$ cat config.mk
export PLATFORM = sky130hd
export DESIGN_NAME = shifter_seq32
export DESIGN_NICKNAME = d
export VERILOG_FILES = /design/src/rtl/shifter_seq32.sv
export SDC_FILE = /design/constraint.sdc
export NUM_CORES = 1
export LEC_CHECK = 0
export ABC_CLOCK_PERIOD_IN_PS = 1400
export BUFFER_PORTS_ARGS = -buffer_cell sky130_fd_sc_hd__buf_2
export CORE_MARGIN = 2
export CORE_UTILIZATION = 34
export DETAILED_ROUTE_END_ITERATION = 7
export HOLD_SLACK_MARGIN = 0.06
export PLACE_DENSITY = 0.68
export SYNTH_ARGS = -nofsm -noshare
export SYNTH_HDL_FRONTEND = slang
export SYNTH_SLANG_ARGS = --single-unit
$ cat constraint.sdc
create_clock -name clk -period 1.4 [get_ports clk]
set_input_delay 0.21 -clock clk [delete_from_list [all_inputs] [get_ports clk]]
set_output_delay 0.21 -clock clk [all_outputs]
set_load 0.01 [all_outputs]
$ cat src/rtl/shifter_seq32.sv
// Sequential shift unit: shifts one bit per clock, valid/ready request and response.
// Ports: clk, rst (async active-low), i_valid/i_ready, a, s, op, o_valid/o_ready, y, busy.
module shifter_seq32 #(
   parameter int N  = 32,
   parameter int SW = $clog2(N)
) (
   input  logic          clk,
   input  logic          rst,
   input  logic          i_valid,
   output logic          i_ready,
   input  logic [N-1:0]  a,
   input  logic [SW-1:0] s,
   input  logic [1:0]    op,
   output logic          o_valid,
   input  logic          o_ready,
   output logic [N-1:0]  y,
   output logic          busy
);

   typedef enum logic [1:0] {
      IDLE  = 2'd0,
      SHIFT = 2'd1,
      DONE  = 2'd2
   } state_t;

   state_t        r_state;
   state_t        w_state_nxt;
   logic [N-1:0]  r_data;
   logic [N-1:0]  w_data_nxt;
   logic [SW-1:0] r_cnt;
   logic [SW-1:0] w_cnt_nxt;
   logic [1:0]    r_op;
   logic [1:0]    w_op_nxt;
   logic [N-1:0]  w_step;

   // One-position step of the held operand
   always_comb begin
      w_step = r_data;
      unique case (r_op)
         2'b00: w_step = {r_data[N-2:0], 1'b0};
         2'b01: w_step = {1'b0, r_data[N-1:1]};
         2'b10: w_step = {r_data[N-1], r_data[N-1:1]};
         2'b11: w_step = {r_data[0], r_data[N-1:1]};
         default: w_step = r_data;
      endcase
   end

   always_comb begin
      w_state_nxt = r_state;
      w_data_nxt  = r_data;
      w_cnt_nxt   = r_cnt;
      w_op_nxt    = r_op;
      unique case (r_state)
         IDLE: begin
            if (i_valid) begin
               w_data_nxt  = a;
               w_cnt_nxt   = s;
               w_op_nxt    = op;
               w_state_nxt = (s == '0) ? DONE : SHIFT;
            end
         end
         SHIFT: begin
            w_data_nxt = w_step;
            w_cnt_nxt  = r_cnt - SW'(1);
            if (r_cnt == SW'(1))
               w_state_nxt = DONE;
         end
         DONE: begin
            if (o_ready)
               w_state_nxt = IDLE;
         end
         default: w_state_nxt = IDLE;
      endcase
   end

   always_ff @(posedge clk or negedge rst) begin
      if (!rst) begin
         r_state <= IDLE;
         r_data  <= '0;
         r_cnt   <= '0;
         r_op    <= '0;
      end else begin
         r_state <= w_state_nxt;
         r_data  <= w_data_nxt;
         r_cnt   <= w_cnt_nxt;
         r_op    <= w_op_nxt;
      end
   end

   assign i_ready = (r_state == IDLE);
   assign o_valid = (r_state == DONE);
   assign busy    = (r_state != IDLE);
   assign y       = r_data;

endmodule

**Yosys cells after proc, flatten, opt, wreduce, memory -nomap -nowiden**

Index checks and enable logic that the tools add are counted.

- $add $sub $neg: 1
- Eq/ne operators: 10
- Multiplexer cells: 10
- Reduce and logical (&&, ||, !) cells: 9

Operator list:

| operator | number |
|---|---|
| $pmux W32 S4 | 1 |
| $pmux W32 S2 | 1 |
| $mux W32 | 1 |
| $pmux W5 S2 | 1 |
| $mux W2 | 4 |
| $eq A2 B2 Y1 const B | 3 |
| $ne A2 B2 Y1 const B | 3 |
| $pmux W2 S3 | 1 |
| $reduce_and A3 Y1 | 2 |
| $eq A5 B1 Y1 const B | 1 |
| $logic_not A5 Y1 | 1 |
| $mux W5 | 1 |
| $sub A5 B1 Y5 const B | 1 |
| $eq A2 B1 Y1 const B | 2 |
| $logic_not A2 Y1 | 2 |
| $reduce_and A2 Y1 | 2 |
| $reduce_bool A2 Y1 | 2 |
| $ne A2 B1 Y1 const B | 1 |

- Register bits after elaboration: 41
- Input bits: 43
- Output and inout port bits: 35
- Logic and storage cells: 35

**Logic depth before layout (Yosys ltp)**

Gate-level depths: netlist of run 1.

- Depth in word-level cells: 4
- Gate-level depth with buffers: 5
- Mapped depth without buffers: 5

**Worst setup path after synthesis of run 1**

OpenSTA, ideal clock, no wires.

- Kind: register -> register
- Start point: reg r_cnt[0]
- End point: reg r_cnt[4]
- Library setup time: 121 ps
- Data arrival time: 1295 ps
- Data required time: 1279 ps
- Path slack: -16 ps
- Stages on the path, launching flop included: 6
- Buffers on the path: 0
- Period minus slack after synthesis: 1416 ps
- Path through: dfrtp_1 > inv_1 > ha_1 > or3b_1 > a2bb2oi_1 > o22a_1

- Cells in the longest elaborated chain, start to end: 2

Ends and longest elaborated chain:

| item | line | text |
|---|---|---|
| from (decl) | 30 | `logic [SW-1:0] r_cnt;` |
| from (signal assigned) | 85 | `r_cnt <= w_cnt_nxt;` |
| $sub A5 B1 Y5 | 64 | `w_cnt_nxt = r_cnt - SW'(1);` |
| $pmux W5 S2 | 53 | `unique case (r_state)` |

No other way between the ends.
A chain may end at the register's enable or synchronous reset.

**Worst setup path in the final report of run 1**

Same ends and word-level chain as after synthesis.

==> results_dict.tcl, run 1 <==
set metrics [dict create \
    cp-endpoint "r_cnt[4]" \
    hp-class "in -> reg" \
    syn_inst 276 \
    critPathMaxFanout 2 \
    fin_tns_setup_ns -0.00871 \
    seq_area_frac_synth_pct 41.1 \
    cp_top_family "flip-flops" \
    netlist_area_um2 2490 \
    finalCritPeriodShare_pct 101 \
    final_antenna_net_count 0 \
    violations "setup timing" \
    ys_types 34 \
    grt_pass1_wl_um 11000 \
    maxSlewViolCount 0 \
    placed_area_um2 3090 \
    critPathRequiredTime_ns 1.59 \
    drv_cap 0 \
    drt_iter0_markers 111 \
    syn-num-nets 321 \
    async_flop_share_pct 100 \
    synth.most_common_cell "dfrtp_1" \
    final_area_um2 3500 \
    cts_num_sinks 41 \
    slew-limit-headroom_pct 80.4 \
    regToRegStartpoint "r_cnt[0]" \
    nNetsFinal 416 \
    ys_ff_latch 41 \
    grt-ovfl-total 0 \
    cts_tree "done" \
    ys_top_cells_by_count "41 x dfrtp_1, 36 x nand2_1, 35 x o21ai_1, 30 x a211oi_1, 30 x o21a_1" \
    wl_per_cell_um 15.6 \
    track_usage_pct 17.5 \
    io_buffers 77 \
    power_mw 9.45 \
    yosysTopAreaCellShare_pct 41.1 \
    cts_made_buffers 5 \
    initial_core_util_pct 34.8 \
    leakage_nw 1.54 \
    synth_ff_type "dfrtp_1" \
    drive_gt1_share_pct 39.2 \
    critical_path.max_stage_delay_ns 0.40 \
    drc 0 \
    synth.area.top_cells "dfrtp_1 41%, a211oi_1 9.0%, o21a_1 9.0%" \
    layout_min_cycle_time_ns 1.41 \
    cp_slowest_cell "dfrtp_1" \
    crit_arrival_ns 1.60 \
    layoutNonFillerInstCount 471 \
    core_um2 7180 \
    die_h_um 89.6 \
    placementRows 31 \
    end_kind "flop" \
    synth-compound-area-share_pct 38.8 \
    r2r_end "r_cnt[4]" \
    syn_area_per_cell_um2 9.03 \
    worst-setup-path-type "reg -> reg" \
    setup_violations 1 \
    peakVddDrop_mv 0.924 \
    path_depth 5 \
    hold_viol_final 0 \
    outcome "complete, but fails checks" \
    hold_start "op[1]" \
    clock_latency_ns 0.30 \
    synth_xor_area_share_pct 0 \
    dr_total_vias 2422 \
    antenna_cells 0 \
    utilization_pct 48.8 \
    viasPerCell 5.14 \
    ioPinCount 78 \
    clk_pin_slew_ns 0.08 \
    place_hpwl_um 4800 \
    dr.pass1.iters 4 \
    antenna_found_initial 0 \
    yosys-mux-area-fraction_pct 0.903 \
    crit_chain "inv_2 > ha_4 > or3b_1 > a2bb2oi_1 > o22a_1" \
    critPathBufInv 1 \
    htreeDepth 2 \
    clock-root-buffer "clkbuf_8" \
    max_freq_ghz 0.710 \
    dieWidth_um 89.6 \
    yosysWarnings 0 \
    synth_top_family_by_area "compound AO/OA/AOI/OAI gates" \
    area_growth_pct 40.5 \
    yosys.area_share.simple_pct 9.28 \
    fin_ws_ns -0.00871 \
    place_congestion 0.754 \
    skew_ns 0.00539 \
    setup.worst_path.start "r_cnt[0]" \
    dp.cells 448 \
    grt_max_degree 42 \
    worst_pin_slew_ns 0.291 \
    rsz0062_at_grt "yes" \
    yosys.area.top_type "dfrtp_1" \
    critPathLaunchType "flop" \
    die-area_um2 8040 \
    reg2reg_depth 5 \
    synth_enable_flop_cells 0 \
    grt_pass1_vias 2364 \
    reg2reg_slack_ns -0.009 \
    wirelength_um 7360 \
    cts_buffer_depth 2 \
    powerDensity_nw_per_um2 2700 \
    synth_fa_ha_area_share_pct 1.00 \
]
report_power, final:
group | switching (mW) | internal [mW] | total [mW]
Combinational | 2.91 | 2.97 | 5.89
Sequential | 0.724 | 1.82 | 2.54
Clock | 0.434 | 0.582 | 1.02
area by class of cell:
class	count	area, um^2
repair buffers	115	867
flip-flops and latches	41	1030
fillers	683	3670
clock buffers	7	86.3
multi-input cells	199	1340
well taps	99	124
inverters	9	33.8
clock inverters	1	30.0
metal layers:
layer	track usage (%)	wire, um	vias to the layer above
li1	-	-	1204
met1	23.6	3410	1150
met2	27.5	3500	61
met3	4.20	369	7
met4	6.11	84	0
met5	0	0	-
state kept, by name (all words and copies together), names as in the netlist:
signal and count:
y 32, r_cnt 5, r_op 2, r_state 2
cell usage in the layout, fill, tap and decap left out, types with 4 or more instances in the layout:
cell      instances
a21oi_1           6
o21ai_0          28
clkbuf_8          6
buf_4            22
inv_1             7
buf_2            77
o22a_1            4
o21a_1           30
buf_12           11
a211oi_1         20
dfrtp_1          39
nand2_1          36
o21ai_1          36
a211oi_2         11
how the worst min path moves through the flow:
stage	slack (ns)	end	cells after the start
after floorplan	-0.09	r_cnt[0]	0
after global placement	0.21	y[7]	2
after detailed placement	0.21	y[8]	2
after CTS	0.12	r_op[1]	2
after global routing	0.13	r_op[1]	2
final	0.12	r_op[1]	2
metrics by stage:
stage	setup WS, ns	hold slack (ns)
after floorplan	0.0101	-0.0856
after global placement	-0.00686	0.206
after detailed placement	-0.0307	0.207
after CTS	-0.00258	0.119
after global routing	-0.0457	0.126
final	-0.00871	0.125
cells by family (layout without fill, tap and decap cells):
family,Yosys count,in the layout
AO/OA/AOI/OAI,147,147
adder cells (fa/ha/maj),2,2
buffers and inverters,36,132
flip-flops,41,41
multiplexers,2,2
AND/OR/NAND/NOR,48,48
repair_timing:
| action | 4_1_cts | 5_1_grt |
|---|---|---|
| hold buffers | 1 | 0 |
| setup endpoints to repair | 4 | 37 |
| endpoints found under the hold margin | 41 | 0 |
| gates resized for setup | 4 | 23 |
| cloned | 0 | 3 |
| buffers inserted | 4 | 7 |
| pin swaps | 1 | 2 |
Note: power is estimated with default switching activity, not from simulation.
==> run 2: changes to the inputs <==
--- a/config.mk
+++ b/config.mk
@@ -5,13 +5,14 @@
 export SDC_FILE = /design/constraint.sdc
 export NUM_CORES = 1
 export LEC_CHECK = 0
-export ABC_CLOCK_PERIOD_IN_PS = 1400
+export ABC_CLOCK_PERIOD_IN_PS = 1600
 export BUFFER_PORTS_ARGS = -buffer_cell sky130_fd_sc_hd__buf_2
 export CORE_MARGIN = 2
 export CORE_UTILIZATION = 34
 export DETAILED_ROUTE_END_ITERATION = 7
 export HOLD_SLACK_MARGIN = 0.06
-export PLACE_DENSITY = 0.68
+export PLACE_DENSITY = 0.66
+export SLEW_MARGIN = 20
 export SYNTH_ARGS = -nofsm -noshare
 export SYNTH_HDL_FRONTEND = slang
 export SYNTH_SLANG_ARGS = --single-unit
==> constraint.sdc (replaced) <==
create_clock -name clk -period 1.6 [get_ports clk]
set_input_delay 0.24 -clock clk [delete_from_list [all_inputs] [get_ports clk]]
set_output_delay 0.24 -clock clk [all_outputs]
set_load 0.01 [all_outputs]
==> run 2 against run 1 <==
- highest routed layer unchanged
- cell count shrank 4.5%
- the flow now finishes without violations
- routed wire length decreased by 8.5%
- die area did not move
- combinational power down 30%
- utilization is 5.7 points lower
- critical path depth is the same
- power is 25% lower
- setup slack better by 0.078 ns
- first-iteration DRC count increased by 41%
==> results_dict.tcl, run 2 (synthesis gave the netlist of run 1 again) <==
set metrics [dict create \
    outcome "complete, no violations" \
    die-area_um2 8040 \
    placed_area_um2 2990 \
    grt_pass1_vias 2349 \
    finalCritPeriodShare_pct 95.6 \
    worst-setup-path-type "reg -> reg" \
    utilization_pct 43.2 \
    maxSlewViolCount 0 \
    wirelength_um 6730 \
    rsz0062_at_grt "no" \
    drive_gt1_share_pct 30.8 \
    htreeDepth 2 \
    fin_ws_ns 0.0697 \
    antenna_cells 0 \
    track_usage_pct 17.0 \
    hp-class "in -> reg" \
    switching_power_mw 3.22 \
    wl_per_cell_um 15.0 \
    cts_buffer_depth 2 \
    hold_ws_ns 0.175 \
    max_freq_ghz 0.653 \
    die_h_um 89.6 \
    layout_common_cells "77 x buf_2, 40 x dfrtp_1, 36 x nand2_1" \
    fill_cells 729 \
    power_mw 7.04 \
    clock_latency_ns 0.29 \
    dr_total_vias 2410 \
    intPower_mw 3.82 \
    grt-ovfl-total 0 \
    peakVddDrop_mv 0.848 \
    slew-limit-headroom_pct 71.1 \
    drv_cap 0 \
    drc 0 \
    multiInputGateArea_um2 1250 \
    final_antenna_net_count 0 \
    clk_pin_slew_ns 0.08 \
    setup_violations 0 \
    drt_iter0_markers 156 \
    io_buffers 77 \
    critPathLaunchType "flop" \
    place_hpwl_um 4840 \
    fin_tns_setup_ns 0 \
    dp_slack_ns 0.0900 \
    grt_max_degree 26 \
    cts_num_sinks 41 \
    grt_pass1_wl_um 10800 \
    p_comb_share_pct 58.2 \
    place_congestion 0.769 \
    initial_core_util_pct 34.8 \
    clockPowerShare_pct 10.7 \
    hold_viol_final 0 \
    layoutNonFillerInstCount 450 \
    netSwitchingFraction_pct 45.8 \
    powerDensity_nw_per_um2 2270 \
    nNetsFinal 395 \
    ioPinCount 78 \
    leakage_nw 1.36 \
    antenna_found_initial 0 \
    crit_arrival_ns 1.71 \
    cts_made_buffers 5 \
    final_area_um2 3100 \
    placementRows 31 \
    regArea_um2 1030 \
    largest_register_ffs 32 \
    layout_min_cycle_time_ns 1.53 \
    cts_tree "done" \
    seqPwrFrac_pct 31.1 \
    core_um2 7180 \
    worst_pin_slew_ns 0.433 \
    dieWidth_um 89.6 \
    clock-root-buffer "clkbuf_8" \
    dr.pass1.iters 7 \
    dp.cells 441 \
    critPathRequiredTime_ns 1.78 \
    skew_ns 0.00585 \
    end_kind "flop" \
    area_growth_pct 24.2 \
    layout_commonest_cell "buf_2" \
    cts_setup_buffers 0 \
    viasPerCell 5.36 \
    critPathMaxFanout 3 \
]
## run 2: layout make-up
cell class                      instances  area share, %
Clock buffer                            7           3.11
Tap cell                               99           4.00
Clock inverter                          1          0.162
Sequential cell                        41           33.2
Inverter                                9           1.09
Timing Repair Buffer                   94           18.3
Multi-Input combinational cell        199           40.2
## run 2: per-layer routing
layer	global-route usage [%]	up-vias	wire length (um)
met2	28.2	80	3070
met1	22.8	1166	3270
li1	-	1158	-
met4	4.21	0	46
met5	0	-	0
met3	3.29	6	344
## run 2: final timing paths
kind | startpoint | end | slack (ns) | cells after the start
max in group asynchronous | rst | y[28] | 0.69 | 3
setup reg to reg | r_cnt[0] | r_cnt[4] | 0.07 | 5
hold reg to reg | r_cnt[1] | r_cnt[1] | 0.54 | 1
hold / removal | op[0] | r_op[0] | 0.17 | 2
min in group asynchronous | rst | y[6] | 0.43 | 2
setup / recovery | r_cnt[0] | r_cnt[4] | 0.07 | 5
## run 2: power groups by stage
stage	logic [mW]	clock network (mW)	registers, mW
after floorplan	2.86	0	2.21
after global placement	4.04	0	2.18
after detailed placement	4.13	0	2.20
after CTS	4.14	0.776	2.18
after global routing	4.58	0.805	2.27
final	4.10	0.754	2.19
## run 2: worst max-delay path: stages (launching register included)
cell,delay [ns]
dfrtp_1,0.40
inv_1,0.11
ha_1,0.19
or3b_1,0.38
a2bb2oi_1,0.15
o22a_1,0.19
## run 2: repair_timing
| action | 4_1_cts | 5_1_grt |
|---|---|---|
| endpoints found under the setup margin | 0 | 1 |
| hold buffers | 1 | 0 |
| resized for setup | 0 | 1 |
| endpoints found under the hold margin | 16 | 0 |
